`config.mk`:
```
export PLATFORM = sky130hd
export DESIGN_NAME = seven_seg_scanner
export DESIGN_NICKNAME = d
export VERILOG_FILES = /design/src/rtl/seven_seg_scanner.sv
export SDC_FILE = /design/constraint.sdc
export NUM_CORES = 1
export LEC_CHECK = 0
export CAP_MARGIN = 25
export CORE_MARGIN = 2
export CORE_UTILIZATION = 50
export CTS_CLUSTER_DIAMETER = 30
export DETAILED_ROUTE_END_ITERATION = 16
export PLACE_DENSITY = 0.87
export SYNTH_ARGS = -nofsm -noshare
export SYNTH_HDL_FRONTEND = slang
export SYNTH_SLANG_ARGS = --single-unit
```
`constraint.sdc`:
```
create_clock -name clk -period 5.6 [get_ports clk]
set_clock_uncertainty 0.05 [all_clocks]
set_input_delay 0.84 -clock clk [delete_from_list [all_inputs] [get_ports clk]]
set_output_delay 0.84 -clock clk [all_outputs]
set_load 0.05 [all_outputs]
```
`src/rtl/seven_seg_scanner.sv`:
```
// seven_seg_scanner: time-multiplexed driver for a common-anode 7-segment bank.
// Latency: 1 clk from count/idx/inputs to the registered seg/dp_out/an pins.
// Backpressure: none; free-running scan, inputs sampled live every cycle.
//
// Ports: clk, rst (sync, active-high); digits (4 bits per digit, digit 0 in LSBs);
//        blank/dp (per-digit); brightness (duty select); seg/dp_out/an (active-low).
// Optional: define SEVEN_SEG_SCANNER_BLINK_EN to add the per-digit blink input
//           and the frame counter that drives the blink phase.
module seven_seg_scanner #(
    parameter int NUM_DIGITS = 8,
    parameter int DIV_W      = 17,
    parameter int BRIGHT_W   = 3,
    parameter int BLINK_W    = 7
) (
    input  logic                    clk,
    input  logic                    rst,
    input  logic [4*NUM_DIGITS-1:0] digits,
    input  logic [NUM_DIGITS-1:0]   blank,
    input  logic [NUM_DIGITS-1:0]   dp,
`ifdef SEVEN_SEG_SCANNER_BLINK_EN
    input  logic [NUM_DIGITS-1:0]   blink,
`endif
    input  logic [BRIGHT_W-1:0]     brightness,
    output logic [6:0]              seg,
    output logic                    dp_out,
    output logic [NUM_DIGITS-1:0]   an
);

    localparam int IDX_W = (NUM_DIGITS > 1) ? $clog2(NUM_DIGITS) : 1;
    localparam logic [IDX_W-1:0] LAST_IDX = IDX_W'(NUM_DIGITS - 1);

    // Elaboration-time parameter sanity checks.
    if (NUM_DIGITS < 1 || NUM_DIGITS > 16) begin : g_bad_digits
        $error("seven_seg_scanner: NUM_DIGITS must be 1..16");
    end
    if (BRIGHT_W < 1 || BRIGHT_W > DIV_W) begin : g_bad_bright
        $error("seven_seg_scanner: BRIGHT_W must be 1..DIV_W");
    end
    if (BLINK_W < 1) begin : g_bad_blink
        $error("seven_seg_scanner: BLINK_W must be >= 1");
    end

    // Active-low {g,f,e,d,c,b,a} hex decode.
    function automatic logic [6:0] hex_decode(input logic [3:0] h);
        logic [6:0] s;
        case (h)
            4'h0: s = 7'b1000000;
            4'h1: s = 7'b1111001;
            4'h2: s = 7'b0100100;
            4'h3: s = 7'b0110000;
            4'h4: s = 7'b0011001;
            4'h5: s = 7'b0010010;
            4'h6: s = 7'b0000010;
            4'h7: s = 7'b1111000;
            4'h8: s = 7'b0000000;
            4'h9: s = 7'b0010000;
            4'hA: s = 7'b0001000;
            4'hB: s = 7'b0000011;
            4'hC: s = 7'b1000110;
            4'hD: s = 7'b0100001;
            4'hE: s = 7'b0000110;
            default: s = 7'b0001110;
        endcase
        return s;
    endfunction

    logic [DIV_W-1:0]      count_q, count_d;
    logic [IDX_W-1:0]      idx_q, idx_d;
    logic [NUM_DIGITS-1:0] an_q, an_d;
    logic [6:0]            seg_q, seg_d;
    logic                  dp_q, dp_d;

    logic                  slot_end;
    logic                  en;
    logic                  lit;
    logic [NUM_DIGITS-1:0] dark;
    logic [3:0]            cur_digit;
    logic                  cur_dark;
    logic                  cur_dp;

    assign slot_end = &count_q;

    // The lit window is the first (brightness+1)/2^BRIGHT_W of each slot,
    // so it always begins at count=0.
    assign en = (count_q[DIV_W-1 -: BRIGHT_W] <= brightness);

`ifdef SEVEN_SEG_SCANNER_BLINK_EN
    logic [BLINK_W-1:0] frame_q, frame_d;

    // One frame = one full pass over all digits.
    assign frame_d = (slot_end && idx_q == LAST_IDX) ? frame_q + 1'b1 : frame_q;
    assign dark    = blank | (blink & {NUM_DIGITS{frame_q[BLINK_W-1]}});

    always_ff @(posedge clk) begin
        if (rst) begin
            frame_q <= '0;
        end else begin
            frame_q <= frame_d;
        end
    end
`else
    assign dark = blank;
`endif

    assign count_d = count_q + 1'b1;
    assign idx_d   = !slot_end          ? idx_q :
                     (idx_q == LAST_IDX) ? '0    : idx_q + 1'b1;

    // Mux the current digit's fields; a loop avoids multiplying idx for the slice.
    always_comb begin
        cur_digit = 4'h0;
        cur_dark  = 1'b1;
        cur_dp    = 1'b0;
        for (int i = 0; i < NUM_DIGITS; i++) begin
            if (idx_q == IDX_W'(i)) begin
                cur_digit = digits[4*i +: 4];
                cur_dark  = dark[i];
                cur_dp    = dp[i];
            end
        end
    end

    assign lit = en && !cur_dark;

    // Anode pattern is derived from a single idx, so at most one bit is ever low.
    always_comb begin
        an_d = '1;
        for (int i = 0; i < NUM_DIGITS; i++) begin
            if (lit && idx_q == IDX_W'(i)) begin
                an_d[i] = 1'b0;
            end
        end
        seg_d = lit ? hex_decode(cur_digit) : 7'h7F;
        dp_d  = lit ? !cur_dp : 1'b1;
    end

    always_ff @(posedge clk) begin
        if (rst) begin
            count_q <= '0;
            idx_q   <= '0;
            an_q    <= '1;
            seg_q   <= 7'h7F;
            dp_q    <= 1'b1;
        end else begin
            count_q <= count_d;
            idx_q   <= idx_d;
            an_q    <= an_d;
            seg_q   <= seg_d;
            dp_q    <= dp_d;
        end
    end

    assign an     = an_q;
    assign seg    = seg_q;
    assign dp_out = dp_q;

endmodule
```
==> run_results.csv, run 1 <==
group,metric,value,unit
clock_tree,path_clk_slew,70,ps
die,core,4290,um^2
synthesis,synthArstFlopShare,0,
setup_path,r2r_start,"idx_q[2]$_SDFFE_PP0P_",
timing,maxClockFrequency,269,MHz
final_layout,drive_above_1_share,0.0366,
timing,maxSlewViolCount,0,
run_status,status,"complete, no violations",
clock_tree,htreeDepth,2,
timing,period_needed,3710,ps
placed_design,place_ws,1970,ps
synthesis,synth_edf_count,0,
global_route,grtUsageTotal,0.228,
clock_tree,cts-resized-gates,0,
route,vias,2170,
clock_tree,cts-root-buf,"clkbuf_8",
synthesis,syn_inst,270,
synthesis,synthAdderAreaFrac,0.0965,
pwr,cellPowerDensity,182,nW/um^2
synthesis,ys_warn_count,0,
timing,rsz0062_at_grt,"false",
route,drc_errors,0,
timing,setup_viol,0,
clock_tree,clock-sinks,36,
route,drt-total-wl,5520,um
clock_tree,ctsHoldBuffers,0,
clock_tree,cts_buffer_depth,2,
clock_tree,cts_buffers,5,
synthesis,syn_area,2200,um^2
global_route,grt_max_degree,27,
setup_path,cp_max_fo,19,
synthesis,synth_area_per_cell,8.16,um^2
setup_path,cp_top_family,"compound AO/OA/AOI/OAI gates",
setup_path,r2r_slack,1890,ps
timing,slew_headroom,0.409,
placed_design,dp_hpwl,4060,um
setup_path,r2r-end,"seg[3]$_SDFF_PP1_",
synthesis,syn_nets,340,
timing,min_period_over_period,0.663,
setup_path,cp-endpoint,"seg[3]$_SDFF_PP1_",
synthesis,synth-main-ff-cell,"dfxtp_1",
placed_design,globalplace.congestion,0.942,
synthesis,yosys.area_share.simple,0.229,
final_layout,syn_to_final_growth,33.6,%
run,maxCapViolations,0,
die,die_h,70.4,um
final_layout,final_nets,398,
route,wl_per_cell,14.5,um
timing,hold_viol_final,0,
pwr,ir_drop,0.000194,V
die,fp.dieW,70.4,um
setup_path,crit_start,"idx_q[2]$_SDFFE_PP0P_",
route,firstDrtPassIters,4,
setup_path,rr_worst_depth,11,
setup_path,cp.arrival,3810,ps
placed_design,port_buffers,68,
global_route,antenna_found_initial,0,
setup_path,crit_chain,"inv_1, ha_1, or2_4, a221oi_1, o32ai_1, o21ai_1, inv_1, ha_1, a21oi_1, a2111oi_2, a41oi_1",
route,vias_per_cell,5.71,
synthesis,ys_seq_elements,36,
global_route,grt-ovfl-total,0,
synthesis,synth_top_family_by_area,"simple AND/OR/NAND/NOR gates",
clock_tree,cts_tree,"done",
synthesis,yosysTopAreaCell,"dfxtp_1",
synthesis,post-synth-top-area-fraction,0.327,
route,ant_nets,0,
setup_path,critPathBufInv,2,
setup_path,worstPathRequired,5700,ps
final_layout,n_antenna_cell,0,
global_route,grt_pass1_wl,9100,um
pwr,p_leak,1.14,nW
timing,timing.final.ws_setup,1890,ps
timing,whs,399,ps
setup_path,crit_type,"reg2reg",
die,rows,24,
worst_hold_path,hold_class,"reg2reg",
synthesis,synth_area_leaders,"dfxtp_1 33%, ha_1 9.7%, nand2_1 5.5%",
timing,setup_tns,0,ps
setup_path,end_kind,"flop",
route,dr.first_iter.drc_count,266,
synthesis,synth_compound_area_frac,0.213,
setup_path,max_stage_delay,730,ps
synthesis,yosysUniqueCellTypes,50,
synthesis,ys_seq_area_frac,0.327,
synthesis,yosys.area_share.xor_xnor,0.0517,
setup_path,critPathLaunchType,"flop",
clock_tree,postCtsSetupBuffers,0,
die,dieArea,4950,um^2
die,start_util,0.513,
timing,tightest_slew,886,ps
setup_path,path_depth,11,
global_route,grt_pass1_vias,2012,
die,ios,69,
clock_tree,worstSkewPairLatency,290,ps
final_layout,final_cell_area,2940,um^2
synthesis,synthMuxAreaShare,0.0182,
setup_path,critical-path-slowest-cell,"dfxtp_1",
placed_design,placed_area,2870,um^2
-- stage by stage --
step / util / total power (W) / std cells
2_1_floorplan: - / 0.000314 / 270
3_3_place_gp: 0.668 / 0.000365 / 373
6_report: 0.686 / 0.000534 / 380
5_1_grt: 0.686 / 0.000559 / 380
4_1_cts: 0.686 / 0.000537 / 380
3_5_place_dp: 0.668 / 0.000367 / 373
-- layout by cell type (no fill, tap or decap), drive strengths merged, types with 3 or more instances in the layout --
cell type,count
nor3,5
xnor2,3
clkdlybuf4s50,68
nor2b,3
inv,16
mux2i,4
o21ai,7
and3,6
clkbuf,6
o221ai,5
nand3,12
nand2b,5
dfxtp,36
xor2,10
nand2,32
a21oi,20
a211oi,3
o21a,3
nor2,22
a31oi,3
nand4,4
ha,17
a221oi,5
nand3b,7
-- layer usage --
layer  wire (um)  track usage  up-vias  part of all wire
met5           0            0        -                 0
met4         130       0.0726        0             0.024
met3         368       0.0534       13             0.067
met2        2670        0.386       82              0.48
met1        2350        0.284     1000              0.43
li1            -            -     1075                 -
-- cell usage after synthesis, drive strengths merged (6+ instances only) --
cell,count
a21oi,20
and3,6
buf,8
clkbuf,9
dfxtp,36
ha,17
inv,16
nand2,32
nand3,12
nand3b,7
nor2,22
o21ai,7
xor2,10
-- worst min-delay path by stage --
stage / start / endpoint / slack (ps) / cells past startpoint
after floorplan: count_q[0]$_SDFF_PP0_ / count_q[0]$_SDFF_PP0_ / 360 / 1
after global placement: count_q[0]$_SDFF_PP0_ / count_q[0]$_SDFF_PP0_ / 370 / 1
after detailed placement: count_q[0]$_SDFF_PP0_ / count_q[0]$_SDFF_PP0_ / 390 / 1
after CTS: count_q[0]$_SDFF_PP0_ / count_q[0]$_SDFF_PP0_ / 400 / 1
after global routing: count_q[0]$_SDFF_PP0_ / count_q[0]$_SDFF_PP0_ / 420 / 1
final: count_q[0]$_SDFF_PP0_ / count_q[0]$_SDFF_PP0_ / 400 / 1
-- cell families (layout without fill, tap and decap cells) --
logic type,after synthesis,after routing
and+or+nand+nor,102,102
DFF,36,36
buffers and inverters,33,91
xor gates and xnor gates,13,13
adders and majority gates,17,17
AOI/OAI and AO/OA,65,65
muxes,4,4
-- final cells by class --
cell class | count | area (um^2)
Fill cell | 348 | 1350
Multi-Input combinational cell | 201 | 1340
Sequential cell | 36 | 721
Timing Repair Buffer | 68 | 681
Clock buffer | 6 | 72.6
Tap cell | 52 | 65.1
Inverter | 16 | 60.1
Clock inverter | 1 | 5.00
-- state kept, by name, indices dropped and copies added (netlist names) --
name / cells
count_q: 17
dp_out: 1
seg: 7
idx_q: 3
an: 8
-- power breakdown --
part / switching (W) / internal, W
registers: 0.00000254 / 0.000262
clock network: 0.0000880 / 0.0000845
logic: 0.0000450 / 0.0000526
Note: power is estimated with default switching activity, not from simulation.
==> run 2: changes to the inputs <==
--- a/config.mk
+++ b/config.mk
@@ -7,10 +7,10 @@
 export LEC_CHECK = 0
 export CAP_MARGIN = 25
 export CORE_MARGIN = 2
-export CORE_UTILIZATION = 50
+export CORE_UTILIZATION = 47
 export CTS_CLUSTER_DIAMETER = 30
 export DETAILED_ROUTE_END_ITERATION = 16
-export PLACE_DENSITY = 0.87
+export PLACE_DENSITY = 0.83
 export SYNTH_ARGS = -nofsm -noshare
 export SYNTH_HDL_FRONTEND = slang
 export SYNTH_SLANG_ARGS = --single-unit
==> constraint.sdc (replaced) <==
create_clock -name clk -period 3.74 [get_ports clk]
set_clock_uncertainty 0.05 [all_clocks]
set_input_delay 0.561 -clock clk [delete_from_list [all_inputs] [get_ports clk]]
set_output_delay 0.561 -clock clk [all_outputs]
set_load 0.05 [all_outputs]
==> run_results.csv, run 2 (synthesis gave the netlist of run 1 again) <==
group,metric,value,unit
run_status,status,"complete, no violations",
timing,tightest_slew,688,ps
timing,min_period_over_period,0.874,
die,rows,24,
route,top_layer,"met4",
setup_path,cp_top_family,"compound AO/OA/AOI/OAI gates",
clock_tree,cts-resized-gates,0,
timing,slew_headroom,0.541,
clock_tree,postCtsSetupBuffers,0,
clock_tree,cts_tree,"done",
setup_path,cp.arrival,3370,ps
final_layout,post-route-util,0.679,
global_route,grt_max_degree,21,
die,fp.dieW,72.5,um
timing,setup_viol,0,
clock_tree,path_clk_slew,80,ps
setup_path,rr_worst_depth,11,
clock_tree,ctsHoldBuffers,0,
worst_hold_path,whs_path_depth,1,
worst_hold_path,hold_class,"reg2reg",
route,ant_nets,0,
placed_design,placedCellCount,378,
global_route,grt_pass1_vias,2072,
setup_path,max_stage_delay,370,ps
final_layout,top_register,"count_q",
final_layout,syn_to_final_growth,37.0,%
setup_path,end_kind,"flop",
worst_hold_path,min_from,"count_q[0]$_SDFF_PP0_",
route,wl_met3,341,um
die,die_h,72.5,um
placed_design,placed_area,2900,um^2
route,dr_wl_met2,2690,um
setup_path,critPathBufInv,1,
clock_tree,clock-sinks,36,
final_layout,largest_register_ffs,17,
global_route,grt-ovfl-total,0,
final_layout,n_antenna_cell,0,
run,maxCapViolations,0,
route,vias,2131,
pwr,ir_drop,0.000283,V
global_route,grtUsageTotal,0.228,
route,vias_per_cell,5.52,
timing,rsz0062_at_grt,"false",
clock_tree,cts-root-buf,"clkbuf_8",
clock_tree,worstSkewPairLatency,300,ps
timing,maxSlewViolCount,0,
route,wl_per_cell,14.7,um
clock_tree,htreeDepth,2,
pwr,cellPowerDensity,295,nW/um^2
timing,period_needed,3270,ps
final_layout,layout_commonest_cell,"clkdlybuf4s50_1",
pwr,p_leak,1.18,nW
setup_path,r2r_slack,470,ps
final_layout,drive_above_1_share,0.0569,
final_layout,final_nets,403,
route,drc_errors,0,
setup_path,crit_type,"reg2reg",
setup_path,critical-path-slowest-cell,"o21ai_1",
die,ios,69,
setup_path,r2r_start,"idx_q[0]$_SDFFE_PP0P_",
global_route,grt_pass1_wl,9510,um
clock_tree,cts_buffers,5,
timing,hold_viol_final,0,
die,core,4440,um^2
setup_path,worstPathRequired,3840,ps
clock_tree,cts_buffer_depth,2,
setup_path,cp_max_fo,13,
die,dieArea,5250,um^2
final_layout,final_cell_mix,"68 x clkdlybuf4s50_1, 36 x dfxtp_1, 32 x nand2_1, 21 x nor2_1, 20 x a21oi_1",
setup_path,critPathLaunchType,"flop",
pwr,power.total,0.000891,W
timing,maxClockFrequency,306,MHz
route,dr.first_iter.drc_count,254,
setup_path,r2r-end,"seg[3]$_SDFF_PP1_",
worst_hold_path,min_to,"count_q[0]$_SDFF_PP0_",
die,start_util,0.496,
placed_design,port_buffers,68,
placed_design,globalplace.congestion,0.941,
setup_path,crit_chain,"ha_1, ha_1, or2_4, a221oi_1, o32ai_1, o21ai_1, inv_1, ha_1, a21oi_1, a2111oi_2, a41oi_1",
final_layout,final_cells,386,
route,drt-total-wl,5660,um
timing,setup_tns,0,ps
route,drt-met1-wl,2530,um
global_route,antenna_found_initial,0,
final_layout,final_cell_area,3020,um^2
placed_design,dp_hpwl,4200,um
setup_path,path_depth,11,
route,firstDrtPassIters,5,
setup_path,cpMostUsedCell,"ha_1",
final_layout,fill_cells,377,
[run 2: final cells by class]
| cell class | instances | area [um^2] | share of cell area |
|---|---|---|---|
| multi-input cells | 201 | 1340 | 0.444 |
| flip-flops and latches | 36 | 721 | 0.239 |
| repair buffers | 73 | 718 | 0.238 |
| clock buffers | 5 | 68.8 | 0.0228 |
| well taps | 52 | 65.1 | 0.0215 |
| inverters | 16 | 60.1 | 0.0199 |
| clock inverters | 3 | 46.3 | 0.0153 |
[run 2: worst register-to-register path, delay by kind of cell, from the launching register on]
family                     cells  cell delay, ps
AOI/OAI and AO/OA              6            1310
adders and majority gates      3             900
DFF                            1             360
and+or+nand+nor                1             320
buffers and inverters          1             180
[run 2: through the flow]
step / setup slack, ps / hold slack [ps]
3_5_place_dp: 529 / 393
5_1_grt: 330 / 428
3_3_place_gp: 661 / 371
6_report: 473 / 405
2_1_floorplan: 948 / 363
4_1_cts: 499 / 411
[run 2: layer usage]
metal,global-route usage,vias up
li1,-,1086
met1,0.287,951
met2,0.394,84
met3,0.0472,10
met4,0.0679,0
met5,0,-
[run 2: worst max-delay path by stage]
stage	from	to	slack, ps
3_5_place_dp	idx_q[0]$_SDFFE_PP0P_	seg[3]$_SDFF_PP1_	530
4_1_cts	idx_q[0]$_SDFFE_PP0P_	seg[3]$_SDFF_PP1_	500
2_1_floorplan	idx_q[2]$_SDFFE_PP0P_	seg[3]$_SDFF_PP1_	950
6_report	idx_q[0]$_SDFFE_PP0P_	seg[3]$_SDFF_PP1_	470
3_3_place_gp	idx_q[0]$_SDFFE_PP0P_	seg[3]$_SDFF_PP1_	660
5_1_grt	idx_q[0]$_SDFFE_PP0P_	seg[3]$_SDFF_PP1_	330
[run 2: power breakdown]
group          total, W  switching (W)  leakage [nW]  internal, W
clock network  0.000349       0.000148        0.0548     0.000201
logic          0.000147      0.0000678         0.829    0.0000792
registers      0.000395     0.00000370         0.293     0.000392
total          0.000891       0.000220          1.18     0.000671
